<file path="src/rtl/l2_writeback_buffer_if.sv">
// ---------------------------------------------------------------------------
// l2_writeback_buffer_if
//   Bundles the L2-side request/response signals and the physical-memory
//   side signals of the L2 write-back buffer into one interface.
//
//   L2 side      : l2_read, l2_write, l2_address[15:0], l2_wdata[127:0]
//                  (requests, held by L2 until l2_resp)
//                  l2_resp, l2_rdata[127:0] (completion pulse + read data)
//   Memory side  : pmem_read, pmem_write, pmem_address[15:0],
//                  pmem_wdata[127:0] (buffer-issued memory operation)
//                  pmem_rdata[127:0], pmem_resp (memory completion)
//   Status       : wb_empty (no buffered lines and no drain in flight)
//
//   Modports
//     slave  : the write-back buffer itself
//     master : the environment around it (L2 controller + memory)
// ---------------------------------------------------------------------------
interface l2_writeback_buffer_if;
   logic         l2_read;
   logic         l2_write;
   logic [15:0]  l2_address;
   logic [127:0] l2_wdata;
   logic         l2_resp;
   logic [127:0] l2_rdata;

   logic         pmem_read;
   logic         pmem_write;
   logic [15:0]  pmem_address;
   logic [127:0] pmem_wdata;
   logic [127:0] pmem_rdata;
   logic         pmem_resp;

   logic         wb_empty;

   modport slave (
      input  l2_read, l2_write, l2_address, l2_wdata, pmem_rdata, pmem_resp,
      output l2_resp, l2_rdata, pmem_read, pmem_write, pmem_address, pmem_wdata,
             wb_empty
   );

   modport master (
      output l2_read, l2_write, l2_address, l2_wdata, pmem_rdata, pmem_resp,
      input  l2_resp, l2_rdata, pmem_read, pmem_write, pmem_address, pmem_wdata,
             wb_empty
   );
endinterface

</file>
<file path="src/rtl/l2_writeback_buffer.sv">
// ---------------------------------------------------------------------------
// l2_writeback_buffer
//   Victim / write-back buffer sitting between the L2 cache and physical
//   memory. Dirty lines evicted by L2 are absorbed in one cycle into a small
//   circular FIFO, drained to memory whenever no L2 read is waiting, and
//   forwarded back to L2 when L2 reads a line that is still held here.
//
//   Parameters
//     DEPTH  : number of line entries (>= 1)
//
//   Ports
//     clk    : clock, all state changes on the rising edge
//     reset  : asynchronous, active-high reset
//     wbBus  : l2_writeback_buffer_if.slave
//              L2 requests in (l2_read/l2_write/l2_address/l2_wdata),
//              l2_resp/l2_rdata out, pmem_read/pmem_write/pmem_address/
//              pmem_wdata out, pmem_rdata/pmem_resp in, wb_empty out
// ---------------------------------------------------------------------------
module l2_writeback_buffer #(
   parameter int DEPTH = 2
) (
   input logic                  clk,
   input logic                  reset,
   l2_writeback_buffer_if.slave wbBus
);

   localparam int PW = (DEPTH > 1) ? $clog2(DEPTH) : 1;
   localparam int CW = $clog2(DEPTH + 1);

   typedef enum logic [1:0] {
      IDLE  = 2'd0,
      READ  = 2'd1,
      DRAIN = 2'd2
   } pmemState_t;

   pmemState_t    r_state;
   pmemState_t    w_nextState;

   logic [PW-1:0] r_head;
   logic [PW-1:0] r_tail;
   logic [CW-1:0] r_count;
   logic [11:0]   r_lineAddr [DEPTH];
   logic [127:0]  r_lineData [DEPTH];

   logic          r_l2Resp;
   logic [127:0]  r_l2Rdata;
   logic          r_pmemRead;
   logic          r_pmemWrite;
   logic [15:0]   r_pmemAddr;

   logic [11:0]   w_reqLine;
   logic [PW-1:0] w_scanIdx;
   logic [PW-1:0] w_readIdx;
   logic [PW-1:0] w_writeIdx;
   logic          w_readHit;
   logic          w_writeHit;
   logic          w_reqWrite;
   logic          w_reqRead;
   logic          w_full;
   logic          w_enqueue;
   logic          w_overwrite;
   logic          w_readMiss;
   logic          w_readHitResp;
   logic          w_readDone;
   logic          w_retire;
   logic          w_respNext;

   // Advance a FIFO pointer by offset, wrapping from DEPTH-1 back to 0.
   // Works for any DEPTH, not only powers of two.
   function automatic logic [PW-1:0] ptrAdd(input logic [PW-1:0] base, input int offset);
      int sum;
      sum = int'(base) + offset;
      if (sum >= DEPTH) begin
         sum = sum - DEPTH;
      end
      return PW'(sum);
   endfunction

   // The low nibble of the L2 address selects a word inside the line and is
   // irrelevant here; shifting keeps just the line number.
   assign w_reqLine = 12'(wbBus.l2_address >> 4);

   // Scan the live entries from oldest to youngest so the last hit seen is the
   // youngest copy of the line. Reads may hit the head even while it is being
   // written to memory (its data is still intact), but writes must not touch
   // the in-flight head, so the write hit skips it and a same-line write then
   // falls through to a fresh allocation.
   always_comb begin
      w_readHit  = 1'b0;
      w_readIdx  = '0;
      w_writeHit = 1'b0;
      w_writeIdx = '0;
      w_scanIdx  = '0;
      for (int k = 0; k < DEPTH; k++) begin
         w_scanIdx = ptrAdd(r_head, k);
         if ((k < int'(r_count)) && (r_lineAddr[w_scanIdx] == w_reqLine)) begin
            w_readHit = 1'b1;
            w_readIdx = w_scanIdx;
            if (!((k == 0) && (r_state == DRAIN))) begin
               w_writeHit = 1'b1;
               w_writeIdx = w_scanIdx;
            end
         end
      end
   end

   // Decode what the current L2 request wants this cycle. A request is only
   // looked at while no response is being presented, so a request that is
   // still high during its own response cycle is not taken twice. Writes win
   // over reads if both are raised. Everything is re-evaluated each cycle,
   // which is what lets a stalled write or a read waiting behind a drain
   // retry naturally once the buffer state changes.
   always_comb begin
      w_reqWrite    = !r_l2Resp && wbBus.l2_write;
      w_reqRead     = !r_l2Resp && wbBus.l2_read && !wbBus.l2_write;
      w_full        = (r_count == CW'(DEPTH));
      w_overwrite   = w_reqWrite && w_writeHit;
      w_enqueue     = w_reqWrite && !w_writeHit && !w_full;
      w_readHitResp = w_reqRead && w_readHit && (r_state != READ);
      w_readMiss    = w_reqRead && !w_readHit;
      w_readDone    = (r_state == READ) && wbBus.pmem_resp;
      w_retire      = (r_state == DRAIN) && wbBus.pmem_resp;
      w_respNext    = w_enqueue || w_overwrite || w_readHitResp || w_readDone;
   end

   // Memory-side FSM next state. A waiting read miss beats draining so L2
   // is not held up by write-backs. Leaving READ or DRAIN always goes back
   // through IDLE, so no new memory operation begins in the cycle a
   // completion is seen.
   always_comb begin
      w_nextState = r_state;
      case (r_state)
         IDLE: begin
            if (w_readMiss) begin
               w_nextState = READ;
            end else if (r_count != '0) begin
               w_nextState = DRAIN;
            end
         end
         READ: begin
            if (wbBus.pmem_resp) begin
               w_nextState = IDLE;
            end
         end
         DRAIN: begin
            if (wbBus.pmem_resp) begin
               w_nextState = IDLE;
            end
         end
         default: w_nextState = IDLE;
      endcase
   end

   // FSM state register plus the registered memory request outputs. The
   // memory address is captured when an operation starts and then stays put
   // until that operation completes.
   always_ff @(posedge clk or posedge reset) begin
      if (reset) begin
         r_state     <= IDLE;
         r_pmemRead  <= 1'b0;
         r_pmemWrite <= 1'b0;
         r_pmemAddr  <= '0;
      end else begin
         r_state     <= w_nextState;
         r_pmemRead  <= (w_nextState == READ);
         r_pmemWrite <= (w_nextState == DRAIN);
         if ((r_state == IDLE) && (w_nextState == READ)) begin
            r_pmemAddr <= {w_reqLine, 4'b0000};
         end else if ((r_state == IDLE) && (w_nextState == DRAIN)) begin
            r_pmemAddr <= {r_lineAddr[r_head], 4'b0000};
         end
      end
   end

   // Entry storage and FIFO bookkeeping. An enqueue and a drain retirement
   // in the same edge leave the occupancy unchanged. An overwrite lands on
   // an entry that is not in flight, so memory never sees data change under
   // an active write.
   always_ff @(posedge clk or posedge reset) begin
      if (reset) begin
         r_head  <= '0;
         r_tail  <= '0;
         r_count <= '0;
         for (int i = 0; i < DEPTH; i++) begin
            r_lineAddr[i] <= '0;
            r_lineData[i] <= '0;
         end
      end else begin
         if (w_overwrite) begin
            r_lineData[w_writeIdx] <= wbBus.l2_wdata;
         end
         if (w_enqueue) begin
            r_lineAddr[r_tail] <= w_reqLine;
            r_lineData[r_tail] <= wbBus.l2_wdata;
            r_tail             <= ptrAdd(r_tail, 1);
         end
         if (w_retire) begin
            r_head <= ptrAdd(r_head, 1);
         end
         case ({w_enqueue, w_retire})
            2'b10:   r_count <= r_count + CW'(1);
            2'b01:   r_count <= r_count - CW'(1);
            default: r_count <= r_count;
         endcase
      end
   end

   // L2 response pulse and read data. Data comes either from a buffered
   // line (hit) or from memory (miss completion), and is held afterwards.
   always_ff @(posedge clk or posedge reset) begin
      if (reset) begin
         r_l2Resp  <= 1'b0;
         r_l2Rdata <= '0;
      end else begin
         r_l2Resp <= w_respNext;
         if (w_readHitResp) begin
            r_l2Rdata <= r_lineData[w_readIdx];
         end else if (w_readDone) begin
            r_l2Rdata <= wbBus.pmem_rdata;
         end
      end
   end

   // The write data is read straight out of the head entry; that entry is
   // frozen while it is in flight, so it stays stable for memory.
   assign wbBus.l2_resp      = r_l2Resp;
   assign wbBus.l2_rdata     = r_l2Rdata;
   assign wbBus.pmem_read    = r_pmemRead;
   assign wbBus.pmem_write   = r_pmemWrite;
   assign wbBus.pmem_address = r_pmemAddr;
   assign wbBus.pmem_wdata   = r_pmemWrite ? r_lineData[r_head] : '0;
   assign wbBus.wb_empty     = (r_count == '0) && (r_state != DRAIN);

endmodule

</file>
<file path="src/flat_wrapper.sv">
// flat-port wrapper written by rule: the top's interface ports become plain ports
module l2_writeback_buffer_flat 
#(
   parameter int DEPTH = 2
)
  (clk, reset, wbBus_l2_read, wbBus_l2_write, wbBus_l2_address, wbBus_l2_wdata, wbBus_pmem_rdata, wbBus_pmem_resp, wbBus_l2_resp, wbBus_l2_rdata, wbBus_pmem_read, wbBus_pmem_write, wbBus_pmem_address, wbBus_pmem_wdata, wbBus_wb_empty);
  l2_writeback_buffer_if wbBus_i ();
  input logic clk;
  input logic reset;
  input wire logic [$bits(wbBus_i.l2_read)-1:0] wbBus_l2_read;
  input wire logic [$bits(wbBus_i.l2_write)-1:0] wbBus_l2_write;
  input wire logic [$bits(wbBus_i.l2_address)-1:0] wbBus_l2_address;
  input wire logic [$bits(wbBus_i.l2_wdata)-1:0] wbBus_l2_wdata;
  input wire logic [$bits(wbBus_i.pmem_rdata)-1:0] wbBus_pmem_rdata;
  input wire logic [$bits(wbBus_i.pmem_resp)-1:0] wbBus_pmem_resp;
  output wire logic [$bits(wbBus_i.l2_resp)-1:0] wbBus_l2_resp;
  output wire logic [$bits(wbBus_i.l2_rdata)-1:0] wbBus_l2_rdata;
  output wire logic [$bits(wbBus_i.pmem_read)-1:0] wbBus_pmem_read;
  output wire logic [$bits(wbBus_i.pmem_write)-1:0] wbBus_pmem_write;
  output wire logic [$bits(wbBus_i.pmem_address)-1:0] wbBus_pmem_address;
  output wire logic [$bits(wbBus_i.pmem_wdata)-1:0] wbBus_pmem_wdata;
  output wire logic [$bits(wbBus_i.wb_empty)-1:0] wbBus_wb_empty;
  assign wbBus_i.l2_read = wbBus_l2_read;
  assign wbBus_i.l2_write = wbBus_l2_write;
  assign wbBus_i.l2_address = wbBus_l2_address;
  assign wbBus_i.l2_wdata = wbBus_l2_wdata;
  assign wbBus_i.pmem_rdata = wbBus_pmem_rdata;
  assign wbBus_i.pmem_resp = wbBus_pmem_resp;
  assign wbBus_l2_resp = wbBus_i.l2_resp;
  assign wbBus_l2_rdata = wbBus_i.l2_rdata;
  assign wbBus_pmem_read = wbBus_i.pmem_read;
  assign wbBus_pmem_write = wbBus_i.pmem_write;
  assign wbBus_pmem_address = wbBus_i.pmem_address;
  assign wbBus_pmem_wdata = wbBus_i.pmem_wdata;
  assign wbBus_wb_empty = wbBus_i.wb_empty;
  l2_writeback_buffer #(.DEPTH(DEPTH)) u_core (.clk(clk), .reset(reset), .wbBus(wbBus_i));
endmodule
</file>
<file path="config.mk">
export PLATFORM = sky130hd
export DESIGN_NAME = l2_writeback_buffer_flat
export DESIGN_NICKNAME = d
export VERILOG_FILES = /design/src/rtl/l2_writeback_buffer_if.sv /design/src/rtl/l2_writeback_buffer.sv /design/src/flat_wrapper.sv
export SDC_FILE = /design/constraint.sdc
export NUM_CORES = 1
export LEC_CHECK = 0
export CAP_MARGIN = 40
export CORE_MARGIN = 2
export CORE_UTILIZATION = 45
export DETAILED_ROUTE_END_ITERATION = 16
export HOLD_SLACK_MARGIN = 0.1
export PLACE_DENSITY = 0.8
export REMOVE_ABC_BUFFERS = 1
export SYNTH_ARGS = -nofsm -noshare
export SYNTH_HDL_FRONTEND = slang
export SYNTH_SLANG_ARGS = --single-unit
</file>
<file path="constraint.sdc">
create_clock -name clk -period 14.35 [get_ports clk]
set_input_delay 2.87 -clock clk [delete_from_list [all_inputs] [get_ports clk]]
set_output_delay 2.87 -clock clk [all_outputs]
set_load 0.01 [all_outputs]
</file>
==> results.sh <==
export IMPL_synthDistinctLibCells=44
export IMPL_layout_drive_gt1_share_pct=13.2
export IMPL_synth_edff_count=0
export IMPL_relSlewSlack_pct=38.5
export IMPL_synth_warnings=0
export IMPL_regArea_um2=10700
export IMPL_cts_buffers=47
export IMPL_rsz0062_at_grt="false"
export IMPL_leakage_nw=13.9
export IMPL_arrival_ns=7.03
export IMPL_postSynthCellCount=1790
export IMPL_grt_max_degree=152
export IMPL_grt_pass1_wl_um=101000
export IMPL_ant_nets=0
export IMPL_cts_setup_buffers=0
export IMPL_p_sw_share_pct=35.1
export IMPL_final_common_cell="clkdlybuf4s50_1"
export IMPL_netSwitchingPower_mw=2.33
export IMPL_crit_path_top_delay_cell="buf_4"
export IMPL_ys_flop_type="dfrtp_1"
export IMPL_post_cts_resized=0
export IMPL_endpoint="u_core.wbBus.l2_rdata[52]$_DFFE_PP0P_"
export IMPL_antenna_found_initial=10
export IMPL_clock_latency_ns=0.57
export IMPL_layout_nets=2550
export IMPL_dieArea_um2=51800
export IMPL_grt_overflow=0
export IMPL_wl_per_cell_um=22.4
export IMPL_cts_sinks=429
export IMPL_gp_congestion=0.820
export IMPL_hold_slack_ns=0.503
export IMPL_drcViolationCount=0
export IMPL_fin_ws_ns=7.76
export IMPL_cp_required_ns=14.79
export IMPL_preCtsSetupSlack_ns=7.17
export IMPL_p_per_area_nw_per_um2=223
export IMPL_synth_seq_area_share_pct=47.7
export IMPL_viasPerCell=5.57
export IMPL_outcome="complete, no violations"
export IMPL_hp_start="u_core.r_count[0]$_DFFE_PP0P_"
export IMPL_max_freq_ghz=0.152
export IMPL_via_count=16549
export IMPL_core_area_um2=49200
export IMPL_die_height_um=228
export IMPL_reg2reg_to="u_core.wbBus.l2_rdata[52]$_DFFE_PP0P_"
export IMPL_clkPwrFrac_pct=18.1
export IMPL_worstSetupPathType="in2reg"
export IMPL_grt_usage_pct=25.0
export IMPL_crit_path_frequent_cell="buf_4"
export IMPL_totalPowerFinal_mw=6.62
export IMPL_clk_path_buf_depth=3
export IMPL_num_rows=81
export IMPL_reg2reg_slack_ns=9.40
export IMPL_synthArstFlopShare_pct=100
export IMPL_r2r_start="u_core.r_head$_DFFE_PP0P_"
export IMPL_rr_worst_depth=11
export IMPL_endpoint_kind="register"
export IMPL_crit_path_max_incr_delay_ns=0.70
export IMPL_place_area_um2=28200
export IMPL_clk_pin_slew_ns=0.06
export IMPL_drt_iter0_drc=919
export IMPL_hold_class="reg2reg"
export IMPL_fin_crit_sh_pct=45.9
export IMPL_multiInputGateArea_um2=10600
export IMPL_numPortBuffers=544
export IMPL_setup_worst_path_start_class="primary input"
export IMPL_die_w_um=228
export IMPL_setup_violations=0
export IMPL_cts_tree="yes"
export IMPL_wl_um=66600
export IMPL_finalHoldViolations=0
export IMPL_startpoint="wbBus_l2_address[13]"
export IMPL_cap_violations=0
export IMPL_seqPwrFrac_pct=34.5
export IMPL_worst_slew_pin_transition_ns=0.923
export IMPL_start_util_pct=45.8
export IMPL_hpwl_um=43600
export IMPL_final_cell_area_um2=29800
export IMPL_min_period_ns=6.59
export IMPL_grt_pass1_vias=17219
export IMPL_skew_ns=0.0150
export IMPL_critPathMaxFanout=40
export IMPL_syn_area_um2=22500
export IMPL_htree_levels=2
export IMPL_cts_root_buffer="clkbuf_16"
export IMPL_fillers=3880
export IMPL_internal_power_mw=4.30
export IMPL_slew_violations=0
export IMPL_final_cell_mix="543 x clkdlybuf4s50_1, 427 x dfrtp_1, 292 x mux2i_1, 133 x a21oi_1, 129 x nor2b_1"
export IMPL_crit_chain="clkdlybuf4s50_1 > xnor2_1 > or3_1 > or4_1 > nor3b_1 > nor2_4 > buf_4 > buf_4 > mux2i_1 > a21oi_1"
export IMPL_synth_area_per_cell_um2=12.6
export IMPL_cts_hold_buf=0
export IMPL_ys_ff_latch=429
export IMPL_p_comb_share_pct=47.3
export IMPL_first_pass_iters=5
export IMPL_vdd_ir_drop_max_v=0.000130
export IMPL_syn_to_final_growth_pct=32.3
export IMPL_ios=553
[stage by stage]
stage	setup TNS, ns	cells	utilization (%)
6_report	0	2971	60.5
5_1_grt	0	2968	60.5
4_1_cts	0	2961	60.5
3_5_place_dp	0	2880	57.4
3_3_place_gp	0	2870	56.8
2_1_floorplan	-325.08	1640	-
[critical path, delay by kind of cell]
kind	cells	cell delay (ns)
compound gates	1	0.10
mux	1	0.33
simple gates	4	1.66
xor+xnor	1	0.11
buf+inv	3	1.85
[flip-flops by register name, indices dropped and copies added (netlist names)]
signal	cells
u_core.r_lineData	256
u_core.wbBus.l2_rdata	128
u_core.r_lineAddr	24
u_core.wbBus.pmem_address	12
u_core.r_count	2
u_core.r_state	2
u_core.r_head	1
u_core.r_tail	1
u_core.wbBus.l2_resp	1
u_core.wbBus.pmem_read	1
u_core.wbBus.pmem_write	1
[power by group through the flow]
stage          combinational (mW)  clock, mW  sequential [mW]
5_1_grt                      3.35       1.27             2.36
4_1_cts                      3.15       1.22             2.28
3_5_place_dp                 3.13          0             2.29
6_report                     3.13       1.20             2.29
3_3_place_gp                 3.01          0             2.27
2_1_floorplan                1.87          0             2.33
[cells by family after synthesis]
family	Yosys count	share of synthesized area [%]
xor+xnor	27	1.05
flops	429	47.7
simple gates	294	8.19
compound gates	271	7.67
other cells	1	0.0167
buf+inv	176	5.28
mux	584	29.6
fa+ha+maj	8	0.445
[metal layers]
| metal | share of wire [%] | wire [µm] | global-route usage [%] | up-vias |
|---|---|---|---|---|
| met4 | 4.0 | 2700 | 10.5 | 4 |
| met2 | 48 | 32000 | 41.0 | 575 |
| met5 | 0.033 | 22 | 0 | - |
| li1 | - | - | - | 7429 |
| met3 | 7.3 | 4840 | 6.75 | 155 |
| met1 | 41 | 27100 | 31.2 | 8386 |
[final cells by class]
type                            count  share of cell area (%)
Sequential cell                   429                    36.1
Multi-Input combinational cell   1188                    35.7
Timing Repair Buffer              576                    19.9
Clock buffer                       70                    4.82
Tap cell                          664                    2.79
Inverter                           23                   0.315
Clock inverter                     11                   0.290
Antenna cell                       10                  0.0841
[worst min path at each step]
stage                                      end  slack, ns  cells after the start
2_1_floorplan        u_core.r_tail$_DFFE_PP0P_       0.46                      2
4_1_cts          u_core.r_count[0]$_DFFE_PP0P_       0.51                      1
3_3_place_gp         u_core.r_tail$_DFFE_PP0P_       0.49                      2
3_5_place_dp   u_core.r_lineData[98]$_DFF_PP0_       0.50                      1
5_1_grt        u_core.r_lineData[73]$_DFF_PP0_       0.52                      1
6_report         u_core.r_count[0]$_DFFE_PP0P_       0.50                      1
[cells in the mapped netlist, types with 16 or more instances]
master	n	area share, %
and3_1	128	3.6
inv_1	23	0.38
buf_2	19	0.42
xnor2_1	16	0.62
mux2_4	120	8.0
mux2_2	61	3.1
mux2_1	111	5.6
clkbuf_1	68	1.1
buf_4	18	0.60
a211oi_1	128	4.3
buf_1	16	0.27
mux2i_1	292	13
a21oi_1	133	3.0
buf_12	21	1.9
dfrtp_1	429	48
nor2b_1	129	3.6
(Power assumes the default switching activity.)
